### src/rtl/addsub_pkg.sv
// Shared types and defaults for the bit-serial adder/subtractor.
package addsub_pkg;

  typedef enum logic {
    MODE_ADD = 1'b0,
    MODE_SUB = 1'b1
  } mode_e;

  typedef enum logic [1:0] {
    IDLE = 2'd0,
    CALC = 2'd1,
    DONE = 2'd2
  } state_e;

  localparam int DEFAULT_WIDTH = 5;

endpackage

### src/rtl/addsub_serial_if.sv
// Request/response channel bundle between operand producer, serial add/sub and result consumer.
interface addsub_serial_if
  import addsub_pkg::*;
#(
  parameter int WIDTH = DEFAULT_WIDTH
);
  logic             valid_i;
  logic             ready_o;
  logic [WIDTH-1:0] a_i;
  logic [WIDTH-1:0] b_i;
  logic             mode_i;
  logic             valid_o;
  logic             ready_i;
  logic [WIDTH-1:0] result_o;
  logic             carry_o;
  logic             overflow_o;

  modport master (
    output valid_i, a_i, b_i, mode_i, ready_i,
    input  ready_o, valid_o, result_o, carry_o, overflow_o
  );

  modport slave (
    input  valid_i, a_i, b_i, mode_i, ready_i,
    output ready_o, valid_o, result_o, carry_o, overflow_o
  );
endinterface

### src/rtl/addsub_serial_fa_bit.sv
// Single combinational full-adder cell shared by every bit position of the serial datapath.
module fa_bit (
  input  logic a_i,
  input  logic b_i,
  input  logic cin_i,
  output logic sum_o,
  output logic cout_o
);
  assign sum_o  = a_i ^ b_i ^ cin_i;
  assign cout_o = (a_i & b_i) | (a_i & cin_i) | (b_i & cin_i);
endmodule

### src/rtl/addsub_serial.sv
// Bit-serial WIDTH-bit add/sub: one full-adder cell walks LSB to MSB over WIDTH cycles.
module addsub_serial
  import addsub_pkg::*;
#(
  parameter int WIDTH = DEFAULT_WIDTH
) (
  input  logic            clk_i,
  input  logic            reset_i,
  addsub_serial_if.slave  bus
);
  localparam int CNT_W = (WIDTH > 1) ? $clog2(WIDTH) : 1;
  localparam logic [CNT_W-1:0] LAST_CNT = CNT_W'(WIDTH - 1);

  state_e           state_q, state_d;
  logic [WIDTH-1:0] a_q, a_d;
  logic [WIDTH-1:0] b_q, b_d;
  logic [WIDTH-1:0] res_q, res_d;
  logic [CNT_W-1:0] cnt_q, cnt_d;
  logic             c_q, c_d;
  logic             carry_q, carry_d;
  logic             ovf_q, ovf_d;
  logic             fa_sum, fa_cout;
  logic             accept;

  fa_bit u_fa (
    .a_i    (a_q[0]),
    .b_i    (b_q[0]),
    .cin_i  (c_q),
    .sum_o  (fa_sum),
    .cout_o (fa_cout)
  );

  assign bus.ready_o    = (state_q == IDLE) && !reset_i;
  assign bus.valid_o    = (state_q == DONE);
  assign bus.result_o   = res_q;
  assign bus.carry_o    = carry_q;
  assign bus.overflow_o = ovf_q;
  assign accept         = bus.valid_i && bus.ready_o;

  always_ff @(posedge clk_i or posedge reset_i) begin
    if (reset_i) begin
      state_q <= IDLE;
      a_q     <= '0;
      b_q     <= '0;
      res_q   <= '0;
      cnt_q   <= '0;
      c_q     <= 1'b0;
      carry_q <= 1'b0;
      ovf_q   <= 1'b0;
    end else begin
      state_q <= state_d;
      a_q     <= a_d;
      b_q     <= b_d;
      res_q   <= res_d;
      cnt_q   <= cnt_d;
      c_q     <= c_d;
      carry_q <= carry_d;
      ovf_q   <= ovf_d;
    end
  end

  always_comb begin
    state_d = state_q;
    a_d     = a_q;
    b_d     = b_q;
    res_d   = res_q;
    cnt_d   = cnt_q;
    c_d     = c_q;
    carry_d = carry_q;
    ovf_d   = ovf_q;
    unique case (state_q)
      IDLE: begin
        if (accept) begin
          // Subtraction is A + ~B + 1: the +1 enters as the initial carry.
          a_d     = bus.a_i;
          b_d     = (mode_e'(bus.mode_i) == MODE_SUB) ? ~bus.b_i : bus.b_i;
          c_d     = bus.mode_i;
          cnt_d   = '0;
          state_d = CALC;
        end
      end
      CALC: begin
        a_d   = a_q >> 1;
        b_d   = b_q >> 1;
        res_d = {fa_sum, res_q[WIDTH-1:1]};
        c_d   = fa_cout;
        cnt_d = cnt_q + 1'b1;
        if (cnt_q == LAST_CNT) begin
          // c_q here is the carry into the MSB.
          carry_d = fa_cout;
          ovf_d   = c_q ^ fa_cout;
          state_d = DONE;
        end
      end
      DONE: begin
        if (bus.ready_i) state_d = IDLE;
      end
      default: state_d = IDLE;
    endcase
  end

endmodule

### src/flat_wrapper.sv
// flat-port wrapper written by rule: the top's interface ports become plain ports
module addsub_serial_flat import addsub_pkg::*;
#(
  parameter int WIDTH = DEFAULT_WIDTH
)
  (clk_i, reset_i, bus_valid_i, bus_a_i, bus_b_i, bus_mode_i, bus_ready_i, bus_ready_o, bus_valid_o, bus_result_o, bus_carry_o, bus_overflow_o);
  addsub_serial_if #(.WIDTH(WIDTH)) bus_i ();
  input  logic clk_i;
  input  logic reset_i;
  input wire logic [$bits(bus_i.valid_i)-1:0] bus_valid_i;
  input wire logic [$bits(bus_i.a_i)-1:0] bus_a_i;
  input wire logic [$bits(bus_i.b_i)-1:0] bus_b_i;
  input wire logic [$bits(bus_i.mode_i)-1:0] bus_mode_i;
  input wire logic [$bits(bus_i.ready_i)-1:0] bus_ready_i;
  output wire logic [$bits(bus_i.ready_o)-1:0] bus_ready_o;
  output wire logic [$bits(bus_i.valid_o)-1:0] bus_valid_o;
  output wire logic [$bits(bus_i.result_o)-1:0] bus_result_o;
  output wire logic [$bits(bus_i.carry_o)-1:0] bus_carry_o;
  output wire logic [$bits(bus_i.overflow_o)-1:0] bus_overflow_o;
  assign bus_i.valid_i = bus_valid_i;
  assign bus_i.a_i = bus_a_i;
  assign bus_i.b_i = bus_b_i;
  assign bus_i.mode_i = bus_mode_i;
  assign bus_i.ready_i = bus_ready_i;
  assign bus_ready_o = bus_i.ready_o;
  assign bus_valid_o = bus_i.valid_o;
  assign bus_result_o = bus_i.result_o;
  assign bus_carry_o = bus_i.carry_o;
  assign bus_overflow_o = bus_i.overflow_o;
  addsub_serial #(.WIDTH(WIDTH)) u_core (.clk_i(clk_i), .reset_i(reset_i), .bus(bus_i));
endmodule
### config.mk
export PLATFORM = sky130hd
export DESIGN_NAME = addsub_serial_flat
export DESIGN_NICKNAME = d
export VERILOG_FILES = /design/src/rtl/addsub_pkg.sv /design/src/rtl/addsub_serial_if.sv /design/src/rtl/addsub_serial_fa_bit.sv /design/src/rtl/addsub_serial.sv /design/src/flat_wrapper.sv
export SDC_FILE = /design/constraint.sdc
export NUM_CORES = 1
export LEC_CHECK = 0
export ABC_CLOCK_PERIOD_IN_PS = 1800
export BUFFER_PORTS_ARGS = -buffer_cell sky130_fd_sc_hd__buf_2
export CAP_MARGIN = 15
export CORE_MARGIN = 3
export CORE_UTILIZATION = 32
export CTS_CLUSTER_DIAMETER = 80
export DETAILED_ROUTE_END_ITERATION = 7
export HOLD_SLACK_MARGIN = 0.06
export PLACE_DENSITY_LB_ADDON = 0.05
export SLEW_MARGIN = 5
export SYNTH_ARGS = -nofsm -noshare
export SYNTH_HDL_FRONTEND = slang
export SYNTH_SLANG_ARGS = --single-unit
### constraint.sdc
create_clock -name clk_i -period 1.8 [get_ports clk_i]
set_clock_uncertainty 0.2 [all_clocks]
set_input_delay 0.09 -clock clk_i [delete_from_list [all_inputs] [get_ports clk_i]]
set_output_delay 0.09 -clock clk_i [all_outputs]
set_load 0.1 [all_outputs]
==> qor.csv, run 1 <==
metric,value,unit
core-area,0.00339,mm^2
cts.sinks,23,
clkTransAtPathRegs,0.13,ns
numCtsBuffers,3,
clockRootBuffer,clkbuf_4,
cts_tree,built,
critPathBufInv,0,
ir_worst_vdd,575,uV
outcome,"complete, no violations",
crit_type,reg -> reg,
min_path_type,in -> reg,
portBuffers,23,
yosysWarnings,0,
grt_pass1_vias,883,
nets,178,
die_w,65.8,um
antenna_found_initial,0,
p_total,2.62,mW
finalWirelength,2360,um
syn-cell-area,0.00115,mm^2
drive_gt1_share,26.4,%
powerDensity,1720,mW/mm^2
routabilityCongestion,0.690,
ys_seq_area_share,50.2,%
areaGrowthSynthToFinish,32.9,%
grt_max_degree,24,
rsz0062_at_grt,false,
synth.distinct_cells,29,
p_leak,0.755,nW
final_common_cell,nand2_1,
end_kind,register,
crit_slowest_cell,or4b_4,
cts_max_path_buffers,2,
crit_family,simple AND/OR/NAND/NOR gates,
drt_iter0_markers,51,
overflow,0,
fill_cells,346,
gr-usage-all-layers,12.2,%
post-cts-setup-buffers,0,
slew_headroom,56.9,%
period_share,95.0,%
drv_cap,0,
finalSetupViolations,0,
n_antenna_cell,0,
critPathMaxStageDelay,0.68,ns
hpwl,1570,um
drv_slew,0,
max_freq,585,MHz
period_needed,1.71,ns
final_cell_mix,"36 x nand2_1, 23 x dfrtp_1, 21 x buf_2",
clk_latency,0.31,ns
drc,0,
rows,21,
syn_nets,135,
io_pins,24,
crit_path_start_kind,register,
hold_viol_final,0,
wl_per_cell,11.5,um
ys_ff_latch,23,
synthCells,117,
grt_pass1_wl,4100,um
final.setup.tns,0,ns
htreeDepth,1,
path_cells,or4b_4 -> nand3_1 -> o211ai_2,
required,1.80,ns
dieArea,0.00434,mm^2
avgSynthCellArea,9.80,um^2
first_pass_iters,4,
worst_slew_pin_slew,0.647,ns
initial_core_util,33.8,%
ant_nets,0,
via_per_inst,4.55,
vias,933,
crit_fanout,18,
dieHeight,65.8,um
worstPathArrival,1.71,ns
-- per-stage QoR --
stage / instance area [um^2] / setup slack (ns) / hold slack, ns / cells / utilization, %
global placement: 1310 / 0.146 / 0.00891 / 183 / 38.6
CTS: 1520 / 0.0742 / 0.102 / 205 / 44.9
finish: 1520 / 0.0894 / 0.113 / 205 / 44.9
floorplan: 1160 / 0.0807 / -0.108 / 117 / -
global route: 1520 / 0.00832 / 0.109 / 205 / 44.9
detailed placement: 1310 / 0.117 / 0.00840 / 183 / 38.6
-- flip-flops by register name (all words and copies together), names as in the netlist --
name                   cells
u_core.a_q                 5
u_core.b_q                 5
u_core.bus.result_o        5
u_core.cnt_q               3
u_core.state_q             2
u_core.bus.carry_o         1
u_core.bus.overflow_o      1
u_core.c_q                 1
-- area by class of cell --
cell class / instances / area (um^2) / area share, %
flip-flops and latches: 23 / 576 / 37.8
multi-input cells: 82 / 509 / 33.4
repair buffers: 46 / 338 / 22.2
well taps: 46 / 57.6 / 3.78
clock buffers: 3 / 22.5 / 1.48
inverters: 4 / 15.0 / 0.986
clock inverters: 1 / 5.00 / 0.329
-- logic make-up (layout without fill, tap and decap cells) --
family,count (synthesis),count (layout),share of synthesized area [%]
simple gates,62,62,26.1
flops,23,23,50.2
buf+inv,12,54,6.33
compound gates,9,9,7.10
xor+xnor,7,7,5.35
fa+ha+maj,3,3,3.93
mux,1,1,0.982
-- tightest hold or removal path: cells and delay by family --
| kind | cells | cell delay [ns] |
|---|---|---|
| buffers and inverters | 2 | 0.26 |
| AND/OR/NAND/NOR | 2 | 0.25 |
-- synthesized netlist by cell type, drive strengths merged --
library cell,count,share of area [%]
buf,5,4.0
clkbuf,3,0.98
dfrtp,23,50
fa,1,1.7
ha,2,2.2
inv,4,1.3
mux2,1,0.98
nand2,36,12
nand2b,1,0.55
nand3,17,7.9
nand3b,1,0.66
nand4b,1,0.76
nor2,1,0.33
nor2b,1,0.55
nor3,1,0.44
nor4b,1,1.3
o211ai,4,4.4
o21ai,4,2.1
o31ai,1,0.66
or2b,1,0.66
or4b,1,1.2
xnor2,6,4.6
xor2,1,0.76
-- timing repair --
item,CTS,global route
endpoints found under the hold margin,36,0
endpoints found under the setup margin,1,1
gates resized for setup,1,1
hold buffers,18,0
-- final timing paths --
check	start	cells past startpoint	slack [ns]	end
min in group asynchronous	reset_i	4	0.20	u_core.cnt_q[2]
hold reg to reg	u_core.bus.overflow_o	2	0.29	u_core.bus.overflow_o
max in group asynchronous	reset_i	4	0.97	u_core.b_q[4]
hold / removal	bus_valid_i	4	0.11	u_core.cnt_q[2]
setup reg to reg	u_core.state_q[0]	3	0.09	u_core.b_q[1]
setup / recovery	u_core.state_q[0]	3	0.09	u_core.b_q[1]
-- power by group --
| group | total [mW] | switching (mW) | leakage, nW | internal, mW |
|---|---|---|---|---|
| combinational | 1.49 | 1.06 | 0.442 | 0.429 |
| sequential | 0.887 | 0.153 | 0.295 | 0.733 |
| clock | 0.238 | 0.155 | 0.0177 | 0.0830 |
-- metal layers --
metal  track usage [%]  part of all wire [%]  vias to the layer above
li1                  -                     -                      469
met2              20.3                    46                       19
met1              15.9                    49                      443
met5                 0                     0                        -
met4              2.33                  0.55                        0
met3              3.57                   4.7                        2
Power figures use the tool's default switching activity.
==> run 2: changes to the inputs <==
Settings changed: RECOVER_POWER set to 100.
==> run 2 against run 1 <==
Count of clock-buffer cells in the layout is the same. Utilization fell by 1.2 points. Largest power group unchanged. Total power is 2.2% lower. Global-route usage stayed put. Sequential cell count did not move. Sequential share of layout area grew 1.0 points. Fmax increased by 0.78%. Clock power hardly changed. Critical endpoint is now bus_ready_o. Routed wire length fell by 0.68%. Sequential power about the same. Highest routed layer unchanged. Non-clock buffer count stayed put.
==> qor.csv, run 2 (synthesis results as in run 1) <==
metric,value,unit,change
min_path_type,in -> reg,,
post-cts-setup-buffers,0,,unchanged
critPathBufInv,2,,+2
clkTransAtPathRegs,0.12,ns,about the same
core-area,0.00339,mm^2,unchanged
dieArea,0.00434,mm^2,unchanged
numCtsBuffers,3,,unchanged
cts_tree,built,,
end_kind,output port,,
dieHeight,65.8,um,unchanged
ant_nets,0,,unchanged
wl_per_cell,11.4,um,-0.68%
nets,178,,unchanged
die_w,65.8,um,unchanged
crit_slowest_cell,dfrtp_1,,
max_freq,589,MHz,+0.78%
final_cell_mix,"36 x nand2_1, 23 x dfrtp_1, 18 x dlygate4sd3_1",,
reg2regPathDepth,3,,unchanged
rsz0062_at_grt,false,,
grt_pass1_wl,4100,um,unchanged
gr-usage-all-layers,12.2,%,unchanged
drc,0,,unchanged
path_cells,clkbuf_1 -> nor3_4 -> buf_4,,
clockRootBuffer,clkbuf_4,,
hold_slack,0.0933,ns,-0.0197 ns
fill_cells,354,,+2.3%
drv_slew,0,,unchanged
hold_viol_final,0,,unchanged
routabilityCongestion,0.690,,unchanged
vias,930,,-0.32%
via_per_inst,4.54,,-0.32%
period_share,94.3,%,-0.74 points
cts.sinks,23,,unchanged
internal-power,1.21,mW,-2.9%
power_frac_comb,56.0,%,-1.0 points
portBuffers,23,,unchanged
switchingPower,1.35,mW,-1.6%
crit_path_start_kind,register,,
powerDensity,1730,mW/mm^2,+0.41%
drv_cap,0,,unchanged
final_common_cell,nand2_1,,
r2r-start,u_core.state_q[0],,
r2r_slack,0.12,ns,+0.03 ns
crit_family,buffers and inverters,,
clkPwrFrac,9.3,%,+0.2 points
cts_max_path_buffers,2,,unchanged
p_leak,0.722,nW,-4.3%
regToRegEndpoint,u_core.b_q[2],,
critPathMaxStageDelay,0.46,ns,-0.22 ns
rows,21,,unchanged
finalWirelength,2350,um,-0.68%
grt_max_degree,24,,unchanged
overflow,0,,unchanged
drt_iter0_markers,45,,-12%
worstPathArrival,1.41,ns,-0.30 ns
period_needed,1.70,ns,-0.0133 ns
ir_worst_vdd,542,uV,-5.7%
hpwl,1570,um,unchanged
initial_core_util,33.8,%,unchanged
final.setup.tns,0,ns,unchanged
slew_headroom,58.7,%,+1.8 points
hold_end,u_core.state_q[0],,
worst_slew_pin_slew,0.620,ns,-0.0273 ns
min_path_cells,3,,-1
crit_type,reg -> out,,
areaGrowthSynthToFinish,29.4,%,
fin_util,43.7,%,-1.2 points
drive_gt1_share,21.4,%,-5.0 points
finalSetupViolations,0,,unchanged
first_pass_iters,4,,unchanged
required,1.51,ns,-0.29 ns
p_total,2.56,mW,-2.2%
min_from,bus_valid_i,,
grt_pass1_vias,883,,unchanged
io_pins,24,,unchanged
power_frac_seq,34.7,%,+0.8 points
p_sw_share,52.7,%,+0.32 points
htreeDepth,1,,unchanged
n_antenna_cell,0,,unchanged
outcome,"complete, no violations",,
antenna_found_initial,0,,unchanged
clk_latency,0.31,ns,about the same
crit_fanout,7,,-11
run 2: layout make-up:
class                   instances  area (um^2)  share of cell area (%)
repair buffers                 46          328                    22.1
well taps                      46         57.6                    3.88
clock buffers                   3         22.5                    1.52
flip-flops and latches         23          576                    38.8
inverters                       4         15.0                    1.01
multi-input cells              82          479                    32.3
clock inverters                 1         5.00                   0.338
run 2: timing repair:
action	CTS	global route
resized for setup	1	1
endpoints found under the hold margin	36	0
endpoints found under the setup margin	1	1
hold buffers	18	0
run 2: per-stage QoR:
| step | worst slack (ns) | instances | cell area [um^2] |
|---|---|---|---|
| after floorplan | 0.0807 | 117 | 1160 |
| after global placement | 0.146 | 183 | 1310 |
| after detailed placement | 0.117 | 183 | 1310 |
| after CTS | 0.0742 | 205 | 1520 |
| after global routing | 0.0100 | 205 | 1480 |
| final | 0.103 | 205 | 1480 |
run 2: worst max-delay path by stage:
| stage | start | to | cells past startpoint |
|---|---|---|---|
| after floorplan | u_core.state_q[1] | u_core.b_q[4] | 5 |
| after global placement | u_core.state_q[0] | u_core.b_q[3] | 3 |
| after detailed placement | u_core.state_q[0] | u_core.b_q[0] | 3 |
| after CTS | u_core.state_q[0] | bus_valid_o | 3 |
| after global routing | u_core.state_q[0] | bus_ready_o | 3 |
| final | u_core.state_q[0] | bus_ready_o | 3 |
run 2: tightest hold or removal path, delay by kind of cell:
family	cells	cell delay (ns)
buffers and inverters	1	0.10
AND/OR/NAND/NOR	2	0.38
run 2: routing by layer:
metal / vias to the layer above / GRT usage [%] / wire length, um
met2: 17 / 20.3 / 1070
li1: 467 / - / -
met3: 2 / 3.57 / 108
met5: - / 0 / 0
met4: 0 / 2.33 / 13
met1: 444 / 15.9 / 1150
run 2: power groups by stage:
stage	Sequential [mW]	Combinational (mW)	Clock, mW
finish	0.887	1.43	0.239
detailed placement	0.895	1.46	0
CTS	0.883	1.51	0.257
global placement	0.887	1.45	0
global route	0.919	1.57	0.276
floorplan	1.34	0.766	0
==> run 3: changes to the inputs <==
Settings changed: CORE_MARGIN 3 to not set.
==> run 3 against run 2 <==
Non-clock buffer count rose by 1. Worst setup slack improved by 0.016 ns. Highest routed layer is now met3. Largest power group unchanged. First-iteration DRC count fell by 27%. Critical path depth did not move. Sequential share of layout area fell by 0.065 points. Combinational power barely moved. Global-route usage rose by 2.1 points. Fmax rose by 0.94%. Final cell count rose by 0.49%. Utilization rose by 0.074 points. Count of clock-buffer cells in the layout rose by 1. Via count fell by 3.2%. Critical path type is now reg -> reg.
==> qor.csv, run 3 (synthesis results as in run 1) <==
metric,value,unit,change
dieHeight,61.8,um,-6.1%
antenna_found_initial,0,,unchanged
io_pins,24,,unchanged
fin_util,43.8,%,+0.074 points
clkTransAtPathRegs,0.12,ns,about the same
fill_cells,348,,-1.7%
ant_nets,0,,unchanged
routabilityCongestion,0.697,,+1.0%
first_pass_iters,4,,unchanged
power_frac_comb,56.4,%,+0.4 points
post-place-ws,0.116,ns,-0.00110 ns
crit_type,reg -> reg,,
initial_core_util,33.8,%,unchanged
regToRegEndpoint,u_core.b_q[1],,
htreeDepth,1,,unchanged
max_freq,595,MHz,+0.94%
period_needed,1.68,ns,-0.0158 ns
final_common_cell,nand2_1,,
cts_tree,built,,
drv_slew,0,,unchanged
ir_worst_vdd,480,uV,-12%
reg2regPathDepth,3,,unchanged
hpwl,1550,um,-1.4%
cts_max_path_buffers,2,,unchanged
portBuffers,23,,unchanged
gr-usage-all-layers,14.3,%,+2.1 points
critPathMaxStageDelay,0.67,ns,+0.21 ns
clockRootBuffer,clkbuf_4,,
vias,900,,-3.2%
min_path_type,in -> async,,
dp_cells,184,,+0.55%
overflow,0,,unchanged
powerDensity,1720,mW/mm^2,about the same
final.setup.tns,0,ns,unchanged
rsz0062_at_grt,false,,
p_total,2.56,mW,+0.10%
wl_per_cell,11.5,um,+0.70%
place_area,0.00132,mm^2,+0.57%
hold_slack,0.106,ns,+0.0130 ns
setup_ws,0.119,ns,+0.0158 ns
grt_pass1_vias,878,,-0.57%
p_sw_share,52.4,%,-0.35 points
areaGrowthSynthToFinish,29.6,%,
switchingPower,1.34,mW,-0.56%
end_kind,register,,
crit_fanout,18,,+11
internal-power,1.22,mW,+0.84%
dieArea,0.00382,mm^2,-12%
drc,0,,unchanged
cts.sinks,23,,unchanged
finalWirelength,2370,um,+1.2%
critPathBufInv,0,,-2
drt_iter0_markers,33,,-27%
power_frac_seq,34.4,%,-0.3 points
clkPwrFrac,9.2,%,about the same
hold_viol_final,0,,unchanged
r2r_slack,0.12,ns,about the same
finalSetupViolations,0,,unchanged
period_share,93.4,%,-0.88 points
grt_pass1_wl,3960,um,-3.4%
nets,179,,+0.56%
drv_cap,0,,unchanged
clk_latency,0.30,ns,about the same
required,1.80,ns,+0.29 ns
worstPathArrival,1.68,ns,+0.27 ns
die_w,61.8,um,-6.1%
r2r-start,u_core.state_q[0],,
n_antenna_cell,0,,unchanged
core-area,0.00339,mm^2,unchanged
path_cells,or4b_4 -> nand3_1 -> o211ai_2,,
grt_max_degree,19,,-21%
numCtsBuffers,3,,unchanged
via_per_inst,4.37,,-3.7%
final_cell_mix,"36 x nand2_1, 23 x dfrtp_1, 18 x dlygate4sd3_1",,
p_leak,0.733,nW,+1.5%
design_area,0.00149,mm^2,+0.17%
drive_gt1_share,22.5,%,+1.1 points
slew_headroom,56.6,%,-2.0 points
crit_path_start_kind,register,,
crit_slowest_cell,or4b_4,,
crit_family,simple AND/OR/NAND/NOR gates,,
rows,21,,unchanged
finalNonFillerCells,206,,+0.49%
outcome,"complete, no violations",,
worst_slew_pin_slew,0.650,ns,+0.0306 ns
[run 3: cell count changes in the layout (fill, tap and decap cells not counted), sizes merged]
| cell | previous run | this run |
|---|---|---|
| buf | 16 | 18 |
| clkinv | 1 | 0 |
[run 3: layer usage]
layer  global-route usage, %  part of all wire [%]  vias to the layer above
met1                    19.2                    51                      416
li1                        -                     -                      468
met4                    3.81                     0                        0
met2                    23.0                    46                       16
met5                       0                     0                        -
met3                    3.73                   2.9                        0
[run 3: how the worst max path moves through the flow]
stage | to | slack, ns | depth (start not counted) | start
after floorplan | u_core.b_q[4] | 0.08 | 5 | u_core.state_q[1]
after global placement | u_core.b_q[3] | 0.13 | 3 | u_core.state_q[0]
after detailed placement | u_core.b_q[2] | 0.12 | 3 | u_core.state_q[0]
after CTS | bus_valid_o | 0.09 | 3 | u_core.state_q[0]
after global routing | bus_valid_o | 0.009 | 3 | u_core.state_q[0]
final | u_core.b_q[1] | 0.12 | 3 | u_core.state_q[0]
[run 3: power groups by stage]
| stage | Sequential (mW) | Clock [mW] | Combinational (mW) |
|---|---|---|---|
| 6_report | 0.882 | 0.235 | 1.44 |
| 2_1_floorplan | 1.34 | 0 | 0.766 |
| 3_5_place_dp | 0.896 | 0 | 1.47 |
| 4_1_cts | 0.884 | 0.251 | 1.51 |
| 3_3_place_gp | 0.888 | 0 | 1.46 |
| 5_1_grt | 0.912 | 0.273 | 1.58 |
[run 3: what timing repair did]
action	CTS	global route
endpoints found under the hold margin	35	0
buffers inserted	0	0
setup endpoints to repair	1	0
hold buffers	18	0
gates resized for setup	1	0
[run 3: final cells by class]
type / count / area, um^2 / share of cell area (%)
flip-flops and latches: 23 / 576 / 38.8
multi-input cells: 82 / 477 / 32.1
repair buffers: 47 / 334 / 22.5
well taps: 46 / 57.6 / 3.88
clock buffers: 4 / 26.3 / 1.77
inverters: 4 / 15.0 / 1.01
[run 3: tightest hold or removal path, cell delays in order]
cell and delay (ns):
dlygate4sd3_1 0.53, clkbuf_1 0.13, inv_1 0.27
